File: config.mk
export PLATFORM = sky130hd
export DESIGN_NAME = video_pattern_gen
export DESIGN_NICKNAME = d
export VERILOG_FILES = /design/src/rtl/video_pattern_gen.sv
export SDC_FILE = /design/constraint.sdc
export NUM_CORES = 1
export LEC_CHECK = 0
export CAP_MARGIN = 10
export CORE_ASPECT_RATIO = 1.1
export CORE_UTILIZATION = 50
export CTS_BUF_LIST = sky130_fd_sc_hd__clkbuf_8 sky130_fd_sc_hd__clkbuf_16
export DETAILED_ROUTE_END_ITERATION = 10
export PLACE_DENSITY = 0.74
export SLEW_MARGIN = 10
export SYNTH_ARGS = -nofsm -noshare
export SYNTH_HDL_FRONTEND = slang
export SYNTH_SLANG_ARGS = --single-unit
File: constraint.sdc
create_clock -name clk -period 4.48 [get_ports clk]
set_input_delay 0.672 -clock clk [delete_from_list [all_inputs] [get_ports clk]]
set_output_delay 0.672 -clock clk [all_outputs]
set_load 0.005 [all_outputs]
File: src/rtl/video_pattern_gen.sv
// Raster timing generator and test-pattern source: counts pixels and lines for
// a parameterised frame and paints bars, ramp, checker or a solid colour.
module video_pattern_gen #(
    parameter int H_ACTIVE = 640,
    parameter int H_FP     = 16,
    parameter int H_SYNC   = 96,
    parameter int H_BP     = 48,
    parameter int V_ACTIVE = 480,
    parameter int V_FP     = 10,
    parameter int V_SYNC   = 2,
    parameter int V_BP     = 33
) (
    input  logic        clk,
    input  logic        rst,
    input  logic        en,
    input  logic [1:0]  pattern_sel,
    input  logic [23:0] solid_rgb_i,
    output logic [23:0] rgb_o,
    output logic        dv_o,
    output logic        hs_o,
    output logic        vs_o,
    output logic        frame_start_o
);

    localparam int H_TOTAL = H_ACTIVE + H_FP + H_SYNC + H_BP;
    localparam int V_TOTAL = V_ACTIVE + V_FP + V_SYNC + V_BP;
    localparam int HW      = $clog2(H_TOTAL);
    localparam int VW      = $clog2(V_TOTAL);
    localparam int BAR_W   = H_ACTIVE / 8;
    localparam int BW      = (BAR_W > 1) ? $clog2(BAR_W) : 1;

    localparam logic [HW-1:0] H_LAST   = HW'(H_TOTAL - 1);
    localparam logic [VW-1:0] V_LAST   = VW'(V_TOTAL - 1);
    localparam logic [BW-1:0] BAR_LAST = BW'(BAR_W - 1);

    typedef enum logic {IDLE, RUN} state_t;

    state_t        state;
    logic [HW-1:0] hcnt;
    logic [VW-1:0] vcnt;
    logic [BW-1:0] bar_px;
    logic [2:0]    bar_idx;
    logic [1:0]    sel_q;
    logic [23:0]   solid_q;

    logic          h_last, v_last, frame0, dv, hs, vs, chk;
    logic [1:0]    sel_eff;
    logic [23:0]   solid_eff, bar_rgb, pix;

    always_comb begin
        h_last    = (hcnt == H_LAST);
        v_last    = (vcnt == V_LAST);
        frame0    = (hcnt == '0) && (vcnt == '0);
        // Pixel (0,0) already uses the freshly captured selection.
        sel_eff   = frame0 ? pattern_sel : sel_q;
        solid_eff = frame0 ? solid_rgb_i : solid_q;
        dv = (int'(hcnt) < H_ACTIVE) && (int'(vcnt) < V_ACTIVE);
        hs = (int'(hcnt) >= H_ACTIVE + H_FP) && (int'(hcnt) < H_ACTIVE + H_FP + H_SYNC);
        vs = (int'(vcnt) >= V_ACTIVE + V_FP) && (int'(vcnt) < V_ACTIVE + V_FP + V_SYNC);
        chk = 1'(hcnt >> 5) ^ 1'(vcnt >> 5);

        bar_rgb = 24'h000000;
        case (bar_idx)
            3'd0: bar_rgb = 24'hFFFFFF;
            3'd1: bar_rgb = 24'hFFFF00;
            3'd2: bar_rgb = 24'h00FFFF;
            3'd3: bar_rgb = 24'h00FF00;
            3'd4: bar_rgb = 24'hFF00FF;
            3'd5: bar_rgb = 24'hFF0000;
            3'd6: bar_rgb = 24'h0000FF;
            3'd7: bar_rgb = 24'h000000;
            default: bar_rgb = 24'h000000;
        endcase

        pix = 24'h000000;
        case (sel_eff)
            2'd0: pix = bar_rgb;
            2'd1: pix = {3{8'(hcnt)}};
            2'd2: pix = chk ? 24'hFFFFFF : 24'h000000;
            2'd3: pix = solid_eff;
            default: pix = 24'h000000;
        endcase
    end

    always_ff @(posedge clk or negedge rst) begin
        if (!rst) begin
            state         <= IDLE;
            hcnt          <= '0;
            vcnt          <= '0;
            bar_px        <= '0;
            bar_idx       <= '0;
            sel_q         <= '0;
            solid_q       <= '0;
            rgb_o         <= '0;
            dv_o          <= 1'b0;
            hs_o          <= 1'b0;
            vs_o          <= 1'b0;
            frame_start_o <= 1'b0;
        end else begin
            case (state)
                IDLE: begin
                    hcnt          <= '0;
                    vcnt          <= '0;
                    bar_px        <= '0;
                    bar_idx       <= '0;
                    rgb_o         <= '0;
                    dv_o          <= 1'b0;
                    hs_o          <= 1'b0;
                    vs_o          <= 1'b0;
                    frame_start_o <= 1'b0;
                    if (en) state <= RUN;
                end
                RUN: begin
                    rgb_o         <= dv ? pix : '0;
                    dv_o          <= dv;
                    hs_o          <= hs;
                    vs_o          <= vs;
                    frame_start_o <= frame0;
                    if (frame0) begin
                        sel_q   <= pattern_sel;
                        solid_q <= solid_rgb_i;
                    end
                    if (h_last) begin
                        hcnt    <= '0;
                        bar_px  <= '0;
                        bar_idx <= '0;
                        vcnt    <= v_last ? '0 : vcnt + VW'(1);
                        // Leaving RUN only at the last pixel keeps frames whole.
                        if (v_last && !en) state <= IDLE;
                    end else begin
                        hcnt <= hcnt + HW'(1);
                        if (bar_px == BAR_LAST) begin
                            bar_px  <= '0;
                            bar_idx <= bar_idx + 3'd1;
                        end else begin
                            bar_px <= bar_px + BW'(1);
                        end
                    end
                end
                default: state <= IDLE;
            endcase
        end
    end

endmodule

Word level (Yosys, flattened, before mapping)
Memories as Yosys holds them, arrays and structs flattened.
Cells that the tools add are included.
{ "op_classes": {"n_eq_ne": 8, "order_cmp": 6, "bitwise": 2, "n_mux": 25, "add_sub_neg": 4, "n_reduce_logical": 9} }
{ "ops": {"columns": ["cell", "n"], "rows": [
  ["24-bit case mux with 4 select lines", 1],
  ["24-bit two-way mux", 3],
  ["24-bit case mux with 2 select lines", 1],
  ["10-bit case mux with 2 select lines", 2],
  ["10-bit two-way mux", 3],
  ["10-bit by 1-bit adder with 10-bit output (second input constant)", 2],
  ["10-bit == test (second input constant)", 2],
  ["10-bit zero test", 2],
  ["10-bit less-than comparator (second input constant)", 2],
  ["10-bit by 9-bit less-than comparator with 1-bit output (second input constant)", 2],
  ["7-bit two-way mux", 2],
  ["7-bit case mux with 2 select lines", 1],
  ["10-bit >= comparator (second input constant)", 1],
  ["10-bit by 9-bit >= comparator with 1-bit output (second input constant)", 1],
  ["1-bit case mux with 2 select lines", 5],
  ["7-bit by 1-bit adder with 7-bit output (second input constant)", 1],
  ["7-bit == test (second input constant)", 1],
  ["3-bit two-way mux", 2],
  ["3-bit case mux with 2 select lines", 1],
  ["1-bit logical AND", 5],
  ["2-bit == test (second input constant)", 2],
  ["3-bit by 1-bit adder with 3-bit output (second input constant)", 1],
  ["1-bit two-way mux", 3],
  ["3-bit by 1-bit inequality test with 1-bit output (second input constant)", 1],
  ["7 further kinds", 7]
]} }
{ "word_totals": {"register_bits": 85, "wordCells": 67, "rom_bits": 192, "memories": 1} }
{ "memory_table": {"columns": ["name", "depth", "word_bits", "read_ports", "rd_ports_with_merged_regs", "write_ports", "line", "source"], "rows": [
  ["(no name shown)", 8, 24, 1, 0, 0, "63", "case (bar_idx)"]
]} }

Longest topological paths before layout
Gate-level depths: netlist of run 1.
{ "logic_depth": {"ltp_word": 7, "ltp_mapped": 10, "depth_no_buf": 8} }

Worst setup path before layout of run 1
OpenSTA, ideal clock, no wires.
{ "synth_timing": {"path_kind": "register -> register", "startpoint": "register vcnt[2]", "endpoint": "register solid_q[10]", "path_slack_ps": 2333, "arrival_time_ps": 2022, "path_buffers": 1, "setup_time_ps": 125, "required_ps": 4355, "path_stages_with_launch": 5, "cell_sequence": "dfrtp_1 > or4_4 > nor4_4 > buf_6 > mux2_2"} }
{ "synth_between": {"elab_chain_len": 3} }
{ "synth_lines": {"columns": ["item", "line", "source"], "rows": [
  ["start, declared", "40", "logic [VW-1:0] vcnt;"],
  ["start signal, assigned", "127", "vcnt <= v_last ? '0 : vcnt + VW'(1);"],
  ["10-bit zero test", "53", "frame0 = (hcnt == '0) && (vcnt == '0);"],
  ["1-bit logical AND", "53", null],
  ["24-bit two-way mux", null, null],
  ["end signal, assigned", "121", "solid_q <= solid_rgb_i;"],
  ["end, declared", "44", "logic [23:0] solid_q;"]
]} }
No other way between the ends.
A chain may end at the register's enable or synchronous reset.

Worst setup path after layout of run 1
{ "layout_timing": {"startpoint": "register hcnt[0]", "endpoint": "register rgb_o[6]"} }
{ "layout_between": {"elab_chain_len": 7} }
{ "layout_lines": {"columns": ["item", "line", "source"], "rows": [
  ["start, declared", "39", "logic [HW-1:0] hcnt;"],
  ["start signal, assigned", "131", "hcnt <= hcnt + HW'(1);"],
  ["10-bit zero test", "53", null],
  ["1-bit logical AND", "53", null],
  ["2-bit two-way mux", null, null],
  ["2-bit == test (tied with other cells)", "76", "case (sel_eff)"],
  ["24-bit case mux with 4 select lines", "76", null],
  ["24-bit two-way mux (*)", "114", "rgb_o <= dv ? pix : '0;"],
  ["24-bit case mux with 2 select lines (*)", "100", "case (state)"],
  ["end signal, assigned", "114", null],
  ["end, declared", "18", "output logic [23:0] rgb_o,"]
]} }
Mark *: on every way between the ends. The rest lies on a longest branch, timed or not.

==> out/summary.txt, run 1 <==
CTS resizes = 0
Maximum VDD drop = 182 uV
Rows = 34
Synth Cell Area = 4110 um2
Syn Inst Count = 397
RSZ-0062 raised after global routing = false
Cells on Worst Hold Path = 1
Fin area = 4970 um2
Max Cap Viol = 0
Fin. Hold Viols = 0
Largest net degree at the start of global routing = 86
Die area = 8580 um2
Fin nets = 482
Number of flops mapped to enable cells by yosys = 0
Crit path time final = 2.46 ns
Overall Power = 1600 uW
Clk slew on worst S/H paths = 0.08 ns
Worst stage delay on the critical path = 0.56 ns
Fraction of registers with async set/reset = 100%
Synth Flop Type = dfrtp_1
Status = finished clean
Detail Route Antenna Nets = 0
WL/cell = 15.9 um
Number of filler cells placed in the layout = 665
Placed Instance Area = 4720 um2
Max Slew Vio Count = 0
CTS tree = built
Reg2reg end = rgb_o[6]$_DFF_PN0_
Max Clock Skew = 0.0142 ns
Setup TNS = 0 ns
WL final = 8880 um
Vias per Instance = 5.64
Setup ws final = 2.02 ns
Initial DRC Count = 160
Worst hold-check path type = register to register
Diodes inserted = 0
RD Place Congestion = 0.816
Hpwl dp = 6120 um
IO Port Bufs = 56
Clock Sinks = 85
Clk buf depth = 2
Layout cells sized above 1 = 11.9%
Startpoint types = register
Vias in the first global route = 3087
Most frequent cells in the layout = dfrtp_1 (85), nand2_1 (67), clkdlybuf4s50_1 (55)
Leakage power = 0.00210 uW
Max Clock Freq = 406 MHz
Root Buffer Master = clkbuf_8
Crit Path Category = register to register
Syn nets = 432
Most common cell after layout, fill and taps aside = dfrtp_1
Sequential-to-total area share from yosys stat = 51.8%
Final setup viols = 0
Critical Path RT = 4.69 ns
R2r worst-path depth = 8
Pwr/cell area = 322 nW/um2
Core area = 7960 um2
Skew-Pair Late Insertion Delay = 0.36 ns
Initial Utilization = 51.7%
Hold Startpoint = bar_px[0]$_DFF_PN0_
Finished Layout Cells = 560
CP Max Fanout = 5
CTS Hold Buffers Added = 0
Chip width = 88.4 um
First-pass GRT wire length = 14700 um
Crit path DAT = 2.68 ns
Post-CTS Setup Inserts = 0
Critical Path Sink Type = register
Worst-margin pin slew = 1.05 ns
Vias = 3156
Grt ovf = 0
Syn Area/Cell = 10.3 um2
Crit path cell chain = inv_1 -> ha_1 -> nor4b_1 -> nand2_1 -> nor3_2 -> mux2i_1 -> o21ai_0 -> a21oi_1
Synth warnings = 0
Io pins = 57
Post-synth cell types = 46
RR Startpoint = hcnt[0]$_DFF_PN0_
Total GRT Usage = 22.2%
Relative slew margins = 30.3%
Placed insts = 544
Die height = 97.1 um
Pre-CTS setup slack = 2.03 ns
DRC = 0
Max H-tree Level = 3
Period utilization = 54.9%
Worst path slowest cell = o21ai_0
Inserted Clock Buffers = 9
Synth-to-Final Area Change = 21.0%
Initial antenna violation count = 0
#FFs+latches synth = 85
Worst Setup SP = hcnt[0]$_DFF_PN0_
Detailed Routing Iterations Pass 1 = 4
Reg2Reg Setup Slack = 2.02 ns
Hold Path Sink = bar_px[0]$_DFF_PN0_
[per-layer routing]
layer	up-vias	track usage, %	wire length [um]
met1	1569	28.3	3830
met2	79	37.0	4460
li1	1487	-	-
met5	-	0	0
met4	0	8.68	261
met3	21	3.82	327
[synth_stat cells, types with 8 or more instances]
master | count | area [um2]
nor2_1 | 22 | 82.6
mux2_2 | 21 | 236
nand2b_1 | 9 | 56.3
nand2_1 | 67 | 251
a21o_1 | 24 | 180
xor2_1 | 11 | 96.3
clkbuf_1 | 9 | 33.8
inv_1 | 8 | 30.0
dfrtp_1 | 85 | 2130
a21oi_1 | 17 | 85.1
nand4_1 | 10 | 62.6
nand3_1 | 10 | 50.1
a31oi_1 | 11 | 68.8
o21ai_0 | 19 | 95.1
[metrics by stage]
| step | hold slack, ns | utilization (%) |
|---|---|---|
| global route | 0.469 | 62.5 |
| global placement | 0.443 | 59.4 |
| floorplan | 0.376 | - |
| CTS | 0.458 | 62.5 |
| finish | 0.456 | 62.5 |
| detailed placement | 0.446 | 59.4 |
[worst max-delay path, delay by kind of cell (launching register included)]
| kind | cells | cell delay (ns) |
|---|---|---|
| flip-flops | 1 | 0.44 |
| buffers and inverters | 1 | 0.10 |
| multiplexers | 1 | 0.20 |
| adder cells (fa/ha/maj) | 1 | 0.16 |
| AND/OR/NAND/NOR | 3 | 0.73 |
| AO/OA/AOI/OAI | 2 | 0.69 |
[power by group]
| part | switching [uW] | total, uW | internal, uW |
|---|---|---|---|
| Clock | 293 | 672 | 379 |
| Sequential | 12.9 | 806 | 793 |
| Combinational | 53.0 | 122 | 69.3 |
[state kept, by name, indices dropped and copies added (netlist names)]
signal / flops
bar_idx: 3
rgb_o: 24
hs_o: 1
vcnt: 10
state: 1
vs_o: 1
solid_q: 24
hcnt: 10
bar_px: 7
frame_start_o: 1
dv_o: 1
sel_q: 2
[kinds of logic after synthesis]
logic type / Yosys count / synth area share [%]
multiplexers: 27 / 7.34
XOR/XNOR: 17 / 3.62
AND/OR/NAND/NOR: 156 / 20.4
buffers and inverters: 27 / 3.04
adder cells (fa/ha/maj): 6 / 1.83
flip-flops: 85 / 51.8
AO/OA/AOI/OAI: 79 / 12.0
[cell type report]
class                      instances  area, um2  area share [%]
tap                              108        135            2.72
sequential                        85       2130            42.8
multi-input combinational        285       1860            37.3
clock buffer                       9        124            2.49
clock inverter                     7        128            2.57
timing repair buffer              58        573            11.5
inverter                           8       30.0           0.604
[how the worst max path moves through the flow]
stage	endpoint	slack [ns]	cells after the start
after floorplan	solid_q[10]$_DFFE_PN0P_	2.33	4
after global placement	rgb_o[13]$_DFF_PN0_	2.08	5
after detailed placement	rgb_o[7]$_DFF_PN0_	2.03	8
after CTS	rgb_o[7]$_DFF_PN0_	2.00	8
after global routing	rgb_o[23]$_DFF_PN0_	1.86	8
final	rgb_o[6]$_DFF_PN0_	2.02	8
Power figures use the tool's default switching activity.
==> run 2, diff against run 1 <==
--- a/config.mk
+++ b/config.mk
@@ -7,10 +7,10 @@
 export LEC_CHECK = 0
 export CAP_MARGIN = 10
 export CORE_ASPECT_RATIO = 1.1
-export CORE_UTILIZATION = 50
+export CORE_UTILIZATION = 49
 export CTS_BUF_LIST = sky130_fd_sc_hd__clkbuf_8 sky130_fd_sc_hd__clkbuf_16
 export DETAILED_ROUTE_END_ITERATION = 10
-export PLACE_DENSITY = 0.74
+export PLACE_DENSITY = 0.76
 export SLEW_MARGIN = 10
 export SYNTH_ARGS = -nofsm -noshare
 export SYNTH_HDL_FRONTEND = slang
==> constraint.sdc (replaced) <==
create_clock -name clk -period 2 [get_ports clk]
set_input_delay 0.3 -clock clk [delete_from_list [all_inputs] [get_ports clk]]
set_output_delay 0.3 -clock clk [all_outputs]
set_load 0.005 [all_outputs]
==> run 2 against run 1 <==
The run now ends with negative setup slack left. Flip-flop and latch count unchanged. Clock-buffer cell count unchanged. Combinational power rose to 3.0 times the previous value. Clock skew up 0.0082 ns. Non-clock buffer count up 67. Die area up 2.0%. Utilization up 12 points. Global-route usage up 6.0 points. First-iteration DRC count up 34%. Via count up 22%.
==> out/summary.txt, run 2 (same netlist as run 1, synthesis figures left out) <==
Status = complete, but fails checks
Failing checks = negative setup slack
Worst stage delay on the critical path = 0.41 ns
First-pass GRT wire length = 18300 um
Layout cells sized above 1 = 31.4%
Hpwl dp = 7020 um
Placed insts = 580
Io pins = 57
RSZ-0062 raised after global routing = true
Initial antenna violation count = 0
Rows = 34
Skew-Pair Late Insertion Delay = 0.37 ns
Largest regs = rgb_o x24, solid_q x24
Core area = 8000 um2
Detail Route Antenna Nets = 0
IO Port Bufs = 56
Chip width = 89.3 um
Critical Path Sink Type = register
Buf/Inv on CP = 2
Met3 Use GR = 5.75%
Worst-margin pin slew = 0.532 ns
CP Max Fanout = 5
Worst hold-check path type = primary input to asynchronous set/reset pin
Die area = 8760 um2
Initial DRC Count = 215
Most frequent cells in the layout = dfrtp_1 (85), nand2_1 (65), clkdlybuf4s50_1 (55)
Final setup viols = 49
Die height = 98.0 um
NetSw = 873 uW
Maximum VDD drop = 338 uV
Worst Setup SP = hcnt[1]$_DFF_PN0_
Detailed Routing Iterations Pass 1 = 5
Inserted Clock Buffers = 9
Max Slew Vio Count = 0
GRT met2 Usage = 46.3%
DRC = 0
Critical Path RT = 2.28 ns
RR Startpoint = hcnt[1]$_DFF_PN0_
Vias per Instance = 6.12
Max Cap Viol = 0
Max Clock Freq = 440 MHz
Vias in the first global route = 3716
Most common cell after layout, fill and taps aside = dfrtp_1
Logic pwr share = 11.2%
Clk slew on worst S/H paths = 0.10 ns
Max H-tree Level = 3
WL final = 13700 um
Startpoint types = register
Fin. Hold Viols = 0
Top Usage Layer GRT = met2
Setup ws final = -0.275 ns
Clk network pwr share = 34.2%
Number of filler cells placed in the layout = 493
Pint = 2450 uW
Total GRT Usage = 28.2%
Pwr/cell area = 559 nW/um2
Diodes inserted = 0
Vias = 3858
Clock Sinks = 85
WL/cell = 21.8 um
Crit path cell chain = inv_2 -> ha_4 -> nor4b_4 -> nand2_2 -> nor3_4 -> buf_6 -> mux2_4 -> a21o_1 -> a21oi_2
Relative slew margins = 64.3%
Top Family by Delay on Critical Path = simple AND/OR/NAND/NOR gates
Period utilization = 114%
RD Place Congestion = 0.841
Clk buf depth = 2
Worst path slowest cell = dfrtp_1
Core Util, Final = 74.3%
Crit Path Category = register to register
Leakage power = 0.00253 uW
Root Buffer Master = clkbuf_8
Largest net degree at the start of global routing = 35
Synth-to-Final Area Change = 44.5%
Grt ovf = 0
Fin nets = 552
CTS tree = built
Max Clock Skew = 0.0224 ns
Initial Utilization = 51.4%
Crit path time final = 2.28 ns
Register share of total power = 54.6%
Crit path DAT = 2.56 ns
Sw frac = 26.3%
Finished Layout Cells = 630
M1 GR Usage = 34.6%
run 2: path summary, 6_finish.rpt:
| kind | endpoint | slack [ns] | cells past startpoint |
|---|---|---|---|
| worst max-delay path | rgb_o[20]$_DFF_PN0_ | -0.28 | 9 |
| worst min-delay path | solid_q[23]$_DFFE_PN0P_ | 0.40 | 2 |
| worst max register to register | rgb_o[20]$_DFF_PN0_ | -0.28 | 9 |
| worst min register to register | bar_px[0]$_DFF_PN0_ | 0.47 | 1 |
| max in group asynchronous | vcnt[1]$_DFFE_PN0P_ | 0.92 | 3 |
| min in group clk | bar_px[0]$_DFF_PN0_ | 0.47 | 1 |
run 2: power groups by stage:
stage | Sequential, uW | Clock (uW) | Combinational [uW]
floorplan | 1830 | 0 | 94.5
global placement | 1840 | 0 | 285
detailed placement | 1840 | 0 | 293
CTS | 1810 | 1140 | 321
global route | 1820 | 1230 | 399
finish | 1810 | 1140 | 372
run 2: layer usage:
metal  share of wire (%)  vias up
li1                    -     1637
met1                  37     1868
met2                  48      258
met3                 8.2       95
met4                 6.3        0
met5                   0        -
run 2: final cells by class:
type | count | area, um2 | share of cell area (%)
tap | 108 | 135 | 2.28
multi-input combinational | 288 | 2220 | 37.4
clock inverter | 7 | 57.6 | 0.969
clock buffer | 9 | 124 | 2.09
sequential | 85 | 2130 | 35.8
timing repair buffer | 125 | 1240 | 21.0
inverter | 8 | 30.0 | 0.506
run 2: stage by stage:
step / cell area, um2 / total power (uW) / hold WS (ns) / setup TNS (ns) / worst slack [ns]
after floorplan: 4140 / 1930 / 0.00441 / -1.98 / -0.116
final: 5940 / 3320 / 0.401 / -7.66 / -0.275
after CTS: 5580 / 3270 / 0.400 / -2.83 / -0.0901
after global routing: 5940 / 3450 / 0.434 / -10.82 / -0.354
after detailed placement: 5070 / 2130 / 0.264 / -4.16 / -0.219
after global placement: 5070 / 2130 / 0.261 / -1.32 / -0.110
run 2: what timing repair did:
action | CTS | global route
hold buffers | 1 | 0
setup buffers | 15 | 10
endpoints found under the setup margin | 47 | 55
gates cloned | 4 | 4
pin swaps | 29 | 17
resized for setup | 35 | 45
endpoints found under the hold margin | 30 | 0
==> run 3, diff against run 2 <==
--- a/config.mk
+++ b/config.mk
@@ -7,10 +7,11 @@
 export LEC_CHECK = 0
 export CAP_MARGIN = 10
 export CORE_ASPECT_RATIO = 1.1
+export CORE_MARGIN = 2
 export CORE_UTILIZATION = 49
 export CTS_BUF_LIST = sky130_fd_sc_hd__clkbuf_8 sky130_fd_sc_hd__clkbuf_16
 export DETAILED_ROUTE_END_ITERATION = 10
-export PLACE_DENSITY = 0.76
+export PLACE_DENSITY_LB_ADDON = 0.05
 export SLEW_MARGIN = 10
 export SYNTH_ARGS = -nofsm -noshare
 export SYNTH_HDL_FRONTEND = slang
==> run 3 against run 2 <==
The run still ends with negative setup slack left. Setup slack improved by 0.14 ns. Power is 0.97% higher. Worst hold slack better by 0.049 ns. Flip-flop and latch count unchanged. Routed wire length down 26%. Design area is 5.2% lower. Highest routed layer unchanged. Largest cell class is now sequential cells. Register-to-register slack better by 0.14 ns. Sequential share of layout area rose by 1.9 points. Critical endpoint is now rgb_o[2]$_DFF_PN0_. Die area is 4.3% higher. Clock skew decreased by 0.013 ns. Via count fell by 13%. Largest power group unchanged.
==> out/summary.txt, run 3 (same netlist as run 1, synthesis figures left out) <==
Startpoint types = register
Core area = 8280 um2
Clock Sinks = 85
Chip width = 91.3 um
Diodes inserted = 0
Vias per Instance = 5.41
RSZ-0062 raised after global routing = true
Vias in the first global route = 3343
Critical Path Sink Type = register
Synth-to-Final Area Change = 37.1%
Clk buf depth = 2
Initial Utilization = 49.6%
Clk slew on worst S/H paths = 0.08 ns
Detailed Routing Iterations Pass 1 = 4
Skew-Pair Late Insertion Delay = 0.35 ns
Crit path time final = 2.13 ns
Initial antenna violation count = 0
RD Place Congestion = 0.830
Max H-tree Level = 3
Die height = 100 um
R2r worst-path depth = 7
Final setup viols = 48
Status = complete, but fails checks
Fin nets = 538
Pre-CTS setup slack = -0.232 ns
Detail Route Antenna Nets = 0
Worst hold-check path type = primary input to asynchronous set/reset pin
Hpwl dp = 6830 um
Rows = 35
Total GRT Usage = 22.9%
DRC = 0
CP Max Fanout = 6
WL/cell = 16.4 um
Relative slew margins = 66.1%
Fin. Hold Viols = 0
DR WL met3 = 318 um
Highest routed metal layer = met4
Maximum VDD drop = 434 uV
Most common cell after layout, fill and taps aside = dfrtp_1
Metal2 WL = 5030 um
Max Slew Vio Count = 0
WHS = 0.451 ns
Critical Path RT = 2.28 ns
Pwr/cell area = 595 nW/um2
Layout cells sized above 1 = 27.6%
Max Cap Viol = 0
Inserted Clock Buffers = 9
Largest net degree at the start of global routing = 48
Vias = 3342
Grt ovf = 0
Metal-1 WL = 4620 um
IO Port Bufs = 56
Most frequent cells in the layout = dfrtp_1 (85), nand2_1 (66), clkdlybuf4s50_1 (55)
Failing checks = negative setup slack
Largest regs = rgb_o x24, solid_q x24
CTS tree = built
Io pins = 57
Max Clock Skew = 0.00919 ns
Setup ws final = -0.133 ns
Leakage power = 0.00240 uW
Worst-margin pin slew = 0.508 ns
Period utilization = 107%
WL final = 10100 um
Root Buffer Master = clkbuf_8
Initial DRC Count = 147
Max Clock Freq = 469 MHz
Crit Path Category = register to register
First-pass GRT wire length = 16500 um
Die area = 9130 um2
Crit path DAT = 2.41 ns
run 3: power by group:
group	leakage (uW)	total, uW	switching [uW]	internal [uW]
Combinational	0.00128	324	138	186
Sequential	0.00102	1810	31.9	1780
Clock	0.000101	1220	586	634
run 3: critical path, stage by stage, from the launching register on:
cell,delay [ns]
dfrtp_1,0.41
nor4_4,0.32
nand3b_4,0.17
nor3_4,0.23
buf_6,0.18
mux2_4,0.36
a21o_1,0.20
a31oi_4,0.18
run 3: cell type report:
type	instances	area [um2]
fill	651	2640
sequential	85	2130
multi-input combinational	288	2120
timing repair buffer	111	1020
clock buffer	11	151
tap	111	139
clock inverter	4	47.5
inverter	8	30.0
run 3: per-stage QoR:
step	total power (uW)	util, %	instance area (um2)	std cells	TNS [ns]
after floorplan	1930	-	4140	397	-1.98
after global placement	2120	61.4	5080	587	-1.87
after detailed placement	2130	61.4	5080	587	-3.97
after CTS	3370	65.9	5460	612	-1.26
after global routing	3480	68.1	5630	618	-6.89
final	3350	68.1	5630	618	-2.33
run 3: routing by layer:
| metal | GRT usage [%] | up-vias |
|---|---|---|
| met3 | 3.45 | 12 |
| met5 | 0 | - |
| met4 | 8.39 | 0 |
| met1 | 30.7 | 1664 |
| li1 | - | 1598 |
| met2 | 38.2 | 68 |
run 3: what timing repair did:
item,CTS,global route
setup buffers,7,5
resized for setup,24,28
pin swaps,10,11
cloned,2,1
hold buffers,1,0
endpoints found under the hold margin,38,0
setup endpoints to repair,48,52
run 3: worst paths after layout:
| kind | startpoint | end | slack, ns |
|---|---|---|---|
| max | vcnt[4]$_DFFE_PN0P_ | rgb_o[2]$_DFF_PN0_ | -0.13 |
| min reg2reg | bar_px[0]$_DFF_PN0_ | bar_px[0]$_DFF_PN0_ | 0.47 |
| max in group asynchronous | rst | sel_q[1]$_DFFE_PN0P_ | 0.92 |
| max reg2reg | vcnt[4]$_DFFE_PN0P_ | rgb_o[2]$_DFF_PN0_ | -0.13 |
| min in group clk | bar_px[0]$_DFF_PN0_ | bar_px[0]$_DFF_PN0_ | 0.47 |
| min | rst | solid_q[0]$_DFFE_PN0P_ | 0.45 |
